<file path="src/rtl/tt_seq_alu.sv">
// rtl/tt_seq_alu.sv - sequential add/sub/shift-add multiply/saturating accumulate ALU
module tt_seq_alu #(
    parameter int WIDTH = 3
) (
    input  logic               clk,
    input  logic               reset,
    input  logic               in_valid,
    output logic               in_ready,
    input  logic [WIDTH-1:0]   op_a,
    input  logic [WIDTH-1:0]   op_b,
    input  logic [1:0]         mode,
    input  logic               acc_clr,
    output logic               out_valid,
    input  logic               out_ready,
    output logic [2*WIDTH-1:0] result,
    output logic               flag_zero,
    output logic               flag_c
);

    localparam int RW = 2 * WIDTH;
    localparam int CW = $clog2(WIDTH + 1);

    localparam logic [1:0] MODE_ADD = 2'b00;
    localparam logic [1:0] MODE_SUB = 2'b01;
    localparam logic [1:0] MODE_MUL = 2'b10;
    localparam logic [1:0] MODE_ACC = 2'b11;

    typedef enum logic [1:0] {
        S_IDLE,
        S_BUSY,
        S_DONE
    } state_t;

    state_t state;
    state_t state_next;

    logic [RW-1:0]    acc;
    logic [RW-1:0]    mcand;
    logic [WIDTH-1:0] mplier;
    logic [RW-1:0]    prod;
    logic [CW-1:0]    mul_cnt;

    logic             accept;
    logic             mul_last;
    logic [RW-1:0]    a_ext;
    logic [RW-1:0]    b_ext;
    logic [RW-1:0]    add_res;
    logic [RW-1:0]    sub_res;
    logic [RW-1:0]    acc_base;
    logic [RW:0]      acc_sum;
    logic             acc_sat;
    logic [RW-1:0]    acc_next;
    logic [RW-1:0]    prod_next;
    logic [RW-1:0]    op_res;
    logic             op_c;

    // Ready only in IDLE; forced low while reset is held so nothing slips in.
    assign in_ready  = (state == S_IDLE) && !reset;
    assign out_valid = (state == S_DONE);
    assign accept    = in_valid && in_ready;
    assign mul_last  = (mul_cnt == CW'(WIDTH - 1));

    assign a_ext = {{WIDTH{1'b0}}, op_a};
    assign b_ext = {{WIDTH{1'b0}}, op_b};

    // The sum of two WIDTH-bit values needs WIDTH+1 bits, which always fits in RW.
    assign add_res = a_ext + b_ext;
    assign sub_res = a_ext - b_ext;

    // A clear on the same edge as an ACC accept takes effect before the add.
    assign acc_base  = acc_clr ? '0 : acc;
    assign acc_sum   = {1'b0, acc_base} + {1'b0, a_ext};
    assign acc_sat   = acc_sum[RW];
    assign acc_next  = acc_sat ? '1 : acc_sum[RW-1:0];

    // One multiplier bit per BUSY edge, LSB first.
    assign prod_next = prod + (mplier[0] ? mcand : '0);

    // Single-cycle result and carry/borrow/saturate flag for non-MUL modes.
    always_comb begin
        op_res = '0;
        op_c   = 1'b0;
        case (mode)
            MODE_ADD: begin
                op_res = add_res;
                op_c   = add_res[WIDTH];
            end
            MODE_SUB: begin
                op_res = sub_res;
                op_c   = (op_a < op_b);
            end
            MODE_ACC: begin
                op_res = acc_next;
                op_c   = acc_sat;
            end
            default: begin
                op_res = '0;
                op_c   = 1'b0;
            end
        endcase
    end

    // State register.
    always_ff @(posedge clk) begin
        if (reset) begin
            state <= S_IDLE;
        end else begin
            state <= state_next;
        end
    end

    // Next-state logic: MUL detours through BUSY, everything else goes straight to DONE.
    always_comb begin
        state_next = state;
        case (state)
            S_IDLE: begin
                if (accept) begin
                    state_next = (mode == MODE_MUL) ? S_BUSY : S_DONE;
                end
            end
            S_BUSY: begin
                if (mul_last) begin
                    state_next = S_DONE;
                end
            end
            S_DONE: begin
                if (out_ready) begin
                    state_next = S_IDLE;
                end
            end
            default: state_next = S_IDLE;
        endcase
    end

    // Datapath: operand capture, shift-add iterations, accumulator and result register.
    always_ff @(posedge clk) begin
        if (reset) begin
            acc       <= '0;
            mcand     <= '0;
            mplier    <= '0;
            prod      <= '0;
            mul_cnt   <= '0;
            result    <= '0;
            flag_zero <= 1'b0;
            flag_c    <= 1'b0;
        end else begin
            if (acc_clr) begin
                acc <= '0;
            end
            if (accept) begin
                if (mode == MODE_MUL) begin
                    mcand   <= a_ext;
                    mplier  <= op_b;
                    prod    <= '0;
                    mul_cnt <= '0;
                end else begin
                    result    <= op_res;
                    flag_c    <= op_c;
                    flag_zero <= (op_res == '0);
                    if (mode == MODE_ACC) begin
                        acc <= acc_next;
                    end
                end
            end else if (state == S_BUSY) begin
                prod    <= prod_next;
                mcand   <= mcand << 1;
                mplier  <= mplier >> 1;
                mul_cnt <= mul_last ? '0 : mul_cnt + 1'b1;
                if (mul_last) begin
                    result    <= prod_next;
                    flag_c    <= 1'b0;
                    flag_zero <= (prod_next == '0);
                end
            end
        end
    end

endmodule

</file>
<file path="config.mk">
export PLATFORM = sky130hd
export DESIGN_NAME = tt_seq_alu
export DESIGN_NICKNAME = d
export VERILOG_FILES = /design/src/rtl/tt_seq_alu.sv
export SDC_FILE = /design/constraint.sdc
export NUM_CORES = 1
export LEC_CHECK = 0
export ABC_AREA = 1
export BUFFER_PORTS_ARGS = -buffer_cell sky130_fd_sc_hd__buf_4
export CORE_ASPECT_RATIO = 1.25
export CORE_UTILIZATION = 45
export CTS_BUF_LIST = sky130_fd_sc_hd__clkbuf_4 sky130_fd_sc_hd__clkbuf_8 sky130_fd_sc_hd__clkbuf_16
export CTS_CLUSTER_SIZE = 8
export DETAILED_ROUTE_END_ITERATION = 7
export PLACE_DENSITY = 0.66
export SLEW_MARGIN = 5
export SYNTH_ARGS = -nofsm -noshare
export SYNTH_HDL_FRONTEND = slang
export SYNTH_SLANG_ARGS = --single-unit
</file>
<file path="constraint.sdc">
create_clock -name clk -period 1.7 [get_ports clk]
set_input_delay 0.255 -clock clk [delete_from_list [all_inputs] [get_ports clk]]
set_output_delay 0.255 -clock clk [all_outputs]
set_load 0.02 [all_outputs]
</file>
; ---- After elaboration in Yosys (flattened, before gate mapping)
; Cells that the tools add are included.
[classes]
n_addsub = 5
magnitude_cmp = 1
eq_ne = 11
n_mux = 38
n_reduce_logical = 12
[ops]
columns = operator, n
row1 = $mux W6, 16
row2 = $pmux W6 S3, 1
row3 = $mux W2, 8
row4 = $logic_not A6 Y1, 2
row5 = $mux W3, 3
row6 = $eq A2 B2 Y1 const B, 4
row7 = $mux W1, 8
row8 = $add A6 B3 Y7, 1
row9 = $add A6 B6 Y6, 1
row10 = $ne A2 B2 Y1 const B, 3
row11 = $pmux W2 S3, 1
row12 = $reduce_and A3 Y1, 2
row13 = $add A3 B3 Y4, 1
row14 = $eq A2 B1 Y1 const B, 2
row15 = $logic_not A2 Y1, 2
row16 = $ne A2 B1 Y1 const B, 2
row17 = $reduce_bool A2 Y1, 2
row18 = $sub A3 B3 Y4, 1
row19 = $lt A3 B3 Y1, 1
row20 = $pmux W1 S3, 1
row21 = $add A2 B1 Y2 const B, 1
row22 = $logic_and A1 B1 Y1, 2
row23 = $reduce_and A2 Y1, 1
row24 = $logic_not A1 Y1, 1
[totals]
reg_bits = 33
in_bits = 13
elab_cells = 76

; ---- Depth between registers and ports, before layout
[depth]
ltp_word = 7
mapped_depth = 15
depth_no_buf = 15

; ---- Worst setup path before layout
; OpenSTA, ideal clock, no wires.
[synth_timing]
kind = register to register
start = reg mplier[0]
end = reg flag_zero
setup_ns = 0.119
t_arrival_ns = 1.676
required_ns = 1.581
slack_ns = -0.095
path_stages_with_launch = 14
path_cell_list = dfxtp_1 nand2_1 inv_1 ha_1 inv_1 fa_1 nand3b_1 nand2_1 or2_2 nand2_1 nand3_1 nor2_1 nor2_1 a21oi_1
[synth_via]
elab_chain_len = 6
[synth_lines]
columns = item, line
row1 = from (decl), 39  ; logic [WIDTH-1:0] mplier;
row2 = from (signal assigned), 153  ; mplier <= op_b;
row3 = from (signal assigned), 167  ; mplier <= mplier >> 1;
row4 = $mux W6, 77  ; assign prod_next = prod + (mplier[0] ? mcand : '0);
row5 = $add A6 B6 Y6, 77
row6 = $logic_not A6 Y1, 172  ; flag_zero <= (prod_next == '0);
row7 = $mux W1, 169  ; if (mul_last) begin
row8 = $mux W1, 164  ; end else if (state == S_BUSY) begin
row9 = $mux W1, 150  ; if (accept) begin
row10 = to (signal assigned), 159  ; flag_zero <= (op_res == '0);
row11 = to (signal assigned), 172
row12 = to (decl), 16  ; output logic flag_zero,
; No other way between the ends. The select of a mux whose other input is x is not followed.
; A chain may end at the register's enable or synchronous reset.

; ---- Final worst setup path
[layout_timing]
start = reg acc[0]
end = reg flag_zero
[layout_via]
elab_chain_len = 7
[layout_lines]
columns = item, line
row1 = from (decl), 37  ; logic [RW-1:0] acc;
row2 = from (signal assigned), 161  ; acc <= acc_next;
row3 = $mux W6, 71  ; assign acc_base = acc_clr ? '0 : acc;
row4 = $add A6 B3 Y7, 72  ; assign acc_sum = {1'b0, acc_base} + {1'b0, a_ext};
row5 = $mux W6, 74  ; assign acc_next = acc_sat ? '1 : acc_sum[RW-1:0];
row6 = $pmux W6 S3, 83  ; case (mode)
row7 = $logic_not A6 Y1, 159
row8 = $mux W1, 151  ; if (mode == MODE_MUL) begin
row9 = $mux W1, 150
; No other way between the ends. The select of a mux whose other input is x is not followed.

==> summary.txt <==
Pwr
  • PD cells: 619 mW/mm^2
  • VDD IR max: 0.352 mV
  • Lkg Pwr: 1.52 nW
  • Power, Total: 0.00201 W

Clock network
  • Clk slew on worst S/H paths: 70 ps
  • CTS Hold Bufs: 0
  • Clock buffer count from CTS: 5
  • Later-pin clock latency in the skew report: 280 ps
  • Clock Sinks: 33
  • Clk root buf: clkbuf_8
  • Clock buffer depth: 2
  • H-Tree Depth: 2
  • CTS tree: done

Detailed routing
  • DRC Markers: 0
  • Routed vias/inst: 5.09
  • Wirelength, routed: 6040 um
  • Pre-antenna DRT Iters: 4
  • DR vias: 2,329
  • DRT iter0 DRCs: 106
  • Remaining antenna violation count after routing: 0
  • WL/cell: 13.2 um

Setup path
  • Crit Path Max Fanout: 3
  • CP max stage cell: fa_2
  • Worst path arrival time: 2080 ps
  • Worst r2r path cells: 15
  • Req. time, crit path: 1920 ps
  • Critical Path Source Type: flop
  • CP endpoint kind: flop
  • Crit Path Class: reg2reg
  • Crit-path cells: inv_2 -> nor2_2 -> ha_2 -> fa_2 -> nand2_2 -> nand2_4 -> nand2_4 -> nand2_2 -> nand2_1 -> nor2_2 -> nor2_1 -> nand2_1 -> nor2_1 -> nand3_1 -> a21oi_1
  • CP max stage delay: 370 ps

Layout
  • Diodes inserted: 0
  • Layout cells sized above 1: 0.422
  • Area occupied by multi-input gates: 0.00165 mm^2
  • Fill count: 412
  • Sequential Area: 666 um^2
  • Fin nets: 429
  • Fin cells: 458
  • Area Overhead vs Synth: 45.5%
  • Fin area: 0.00324 mm^2

Outcome
  • Failing checks: negative setup slack
  • Outcome: finished, violations left

STA
  • TNS Setup: -513 ps
  • Fmax: 538 MHz
  • Pins Over Slew Limit: 0
  • Final Cycle Share: 1.09
  • Final Skew: 7.95 ps
  • Rel. slew slack: 0.690
  • Final Hold Vio Count: 0
  • Final setup viols: 8
  • Setup ws final: -158 ps
  • Worst-margin pin slew: 463 ps
  • RSZ-0062 raised after global routing: yes
  • Tmin final: 1860 ps

Logic synthesis
  • Async SR Flop Fraction: 0
  • Syn Area/Cell: 6.79 um^2
  • Ys flop type: dfxtp_1
  • Yosys top cell by area: dfxtp_1
  • Post-synthesis register bit count: 33
  • Syn Nets: 360
  • Post-Syn Area: 0.00223 mm^2
  • Most common cell in the netlist: nand2_1
  • Synth area leaders: dfxtp_1, nand2_1, inv_1
  • Synth warn: 0
  • EDFF count, synth: 0
  • Synth Instances: 328
  • Synth top area share: 0.296
  • Top post-synthesis cells by count: nand2_1, inv_1, dfxtp_1
  • Seq/Total Area, Yosys: 0.296
  • Unique masters post-synth: 31

Floorplanning
  • Starting Density: 0.468
  • Chip Width: 64.9 um
  • Number of cell rows: 28
  • Area of the die: 0.00524 mm^2
  • I/O Pins: 23
  • Die Y: 80.7 um
  • Core ar.: 0.00476 mm^2

Placement
  • Placed Area: 0.00274 mm^2
  • IO buf count: 22
  • Post-Place Cells: 443
  • GP Congestion: 0.941
  • Detailed-placement wirelength estimate: 4330 um

Global route
  • Initial antenna violation count: 0
  • Total gr overflow: 0
  • Vias in the first global route: 2,181
  • Largest net degree at the start of global routing: 22
  • First-pass GRT wire length: 9540 um
  • Total GRT Usage: 0.239

Min path
  • Hold Crit Class: in2reg
  • Hold Path Stages: 4

Job
  • Max-capacitance violation count: 0
==> cells by family after synthesis <==
logic type | count (synthesis) | share of synthesized area
and+or+nand+nor | 153 | 0.299
AOI/OAI and AO/OA | 60 | 0.153
buffers and inverters | 59 | 0.112
DFF | 33 | 0.296
adders and majority gates | 19 | 0.124
xor gates and xnor gates | 4 | 0.0157
==> per-layer routing <==
metal	up-vias	GRT usage	wire [um]
met3	11	0.0384	113
met2	29	0.435	3240
met4	0	0.0956	108
met1	1102	0.272	2580
met5	-	0	0
li1	1187	-	-
==> power by group <==
group	internal, W	total, W	switching [W]
Clock	0.000494	0.000791	0.000296
Sequential	0.000798	0.000817	0.0000181
Combinational	0.000171	0.000400	0.000229
==> per-stage QoR <==
stage,setup WS (ps),util,hold WS (ps)
after floorplan,-17.2,-,333
after global placement,-193,0.575,448
after detailed placement,-225,0.575,459
after CTS,-152,0.629,215
after global routing,-271,0.681,222
final,-158,0.681,222
==> final timing paths <==
kind	from	slack [ps]	end
max	acc[0]	-160	flag_zero
min reg2reg	flag_c	470	flag_c
min	out_ready	220	state[1]
max reg2reg	acc[0]	-160	flag_zero
==> registers in the layout (all words and copies together), names as in the netlist <==
signal	flops
flag_c	1
mul_cnt	2
mcand	6
flag_zero	1
prod	6
acc	6
result	6
state	2
mplier	3
==> final cells by class <==
| type | instances | share of cell area |
|---|---|---|
| Timing Repair Buffer | 70 | 0.167 |
| Sequential cell | 33 | 0.205 |
| Multi-Input combinational cell | 236 | 0.507 |
| Clock buffer | 7 | 0.0278 |
| Inverter | 51 | 0.0606 |
| Tap cell | 60 | 0.0231 |
| Clock inverter | 1 | 0.00926 |
==> worst max-delay path: cells and delay by family (launching register included) <==
kind	cells	cell delay, ps
adders and majority gates	2	550
buffers and inverters	1	40
DFF	1	320
and+or+nand+nor	11	770
AOI/OAI and AO/OA	1	120
==> placed cells by master, fill, tap and decap left out, types with 2 or more instances in the layout <==
cell type,n
a221oi_1,2
a21oi_1,23
or2_4,2
or2_2,2
ha_4,4
nor2_2,5
a21oi_2,6
ha_1,9
buf_6,4
buf_4,66
nor2_4,4
nand3_1,10
dfxtp_1,31
nor3_1,2
xnor2_1,3
o21ai_1,8
o21ai_2,2
nand3_4,3
a31oi_1,7
fa_1,2
nand4_1,3
inv_2,9
clkbuf_8,6
nor2_1,16
nand3_2,9
inv_1,41
nand2_1,64
nand2_4,6
nand2_2,25
fa_2,3
o21ai_0,8
==> what timing repair did <==
item	4_1_cts	5_1_grt
resized for setup	35	52
pin swaps	10	28
setup buffers	2	7
endpoints found under the setup margin	13	16
No activity file was read; power rests on OpenSTA's default activity.
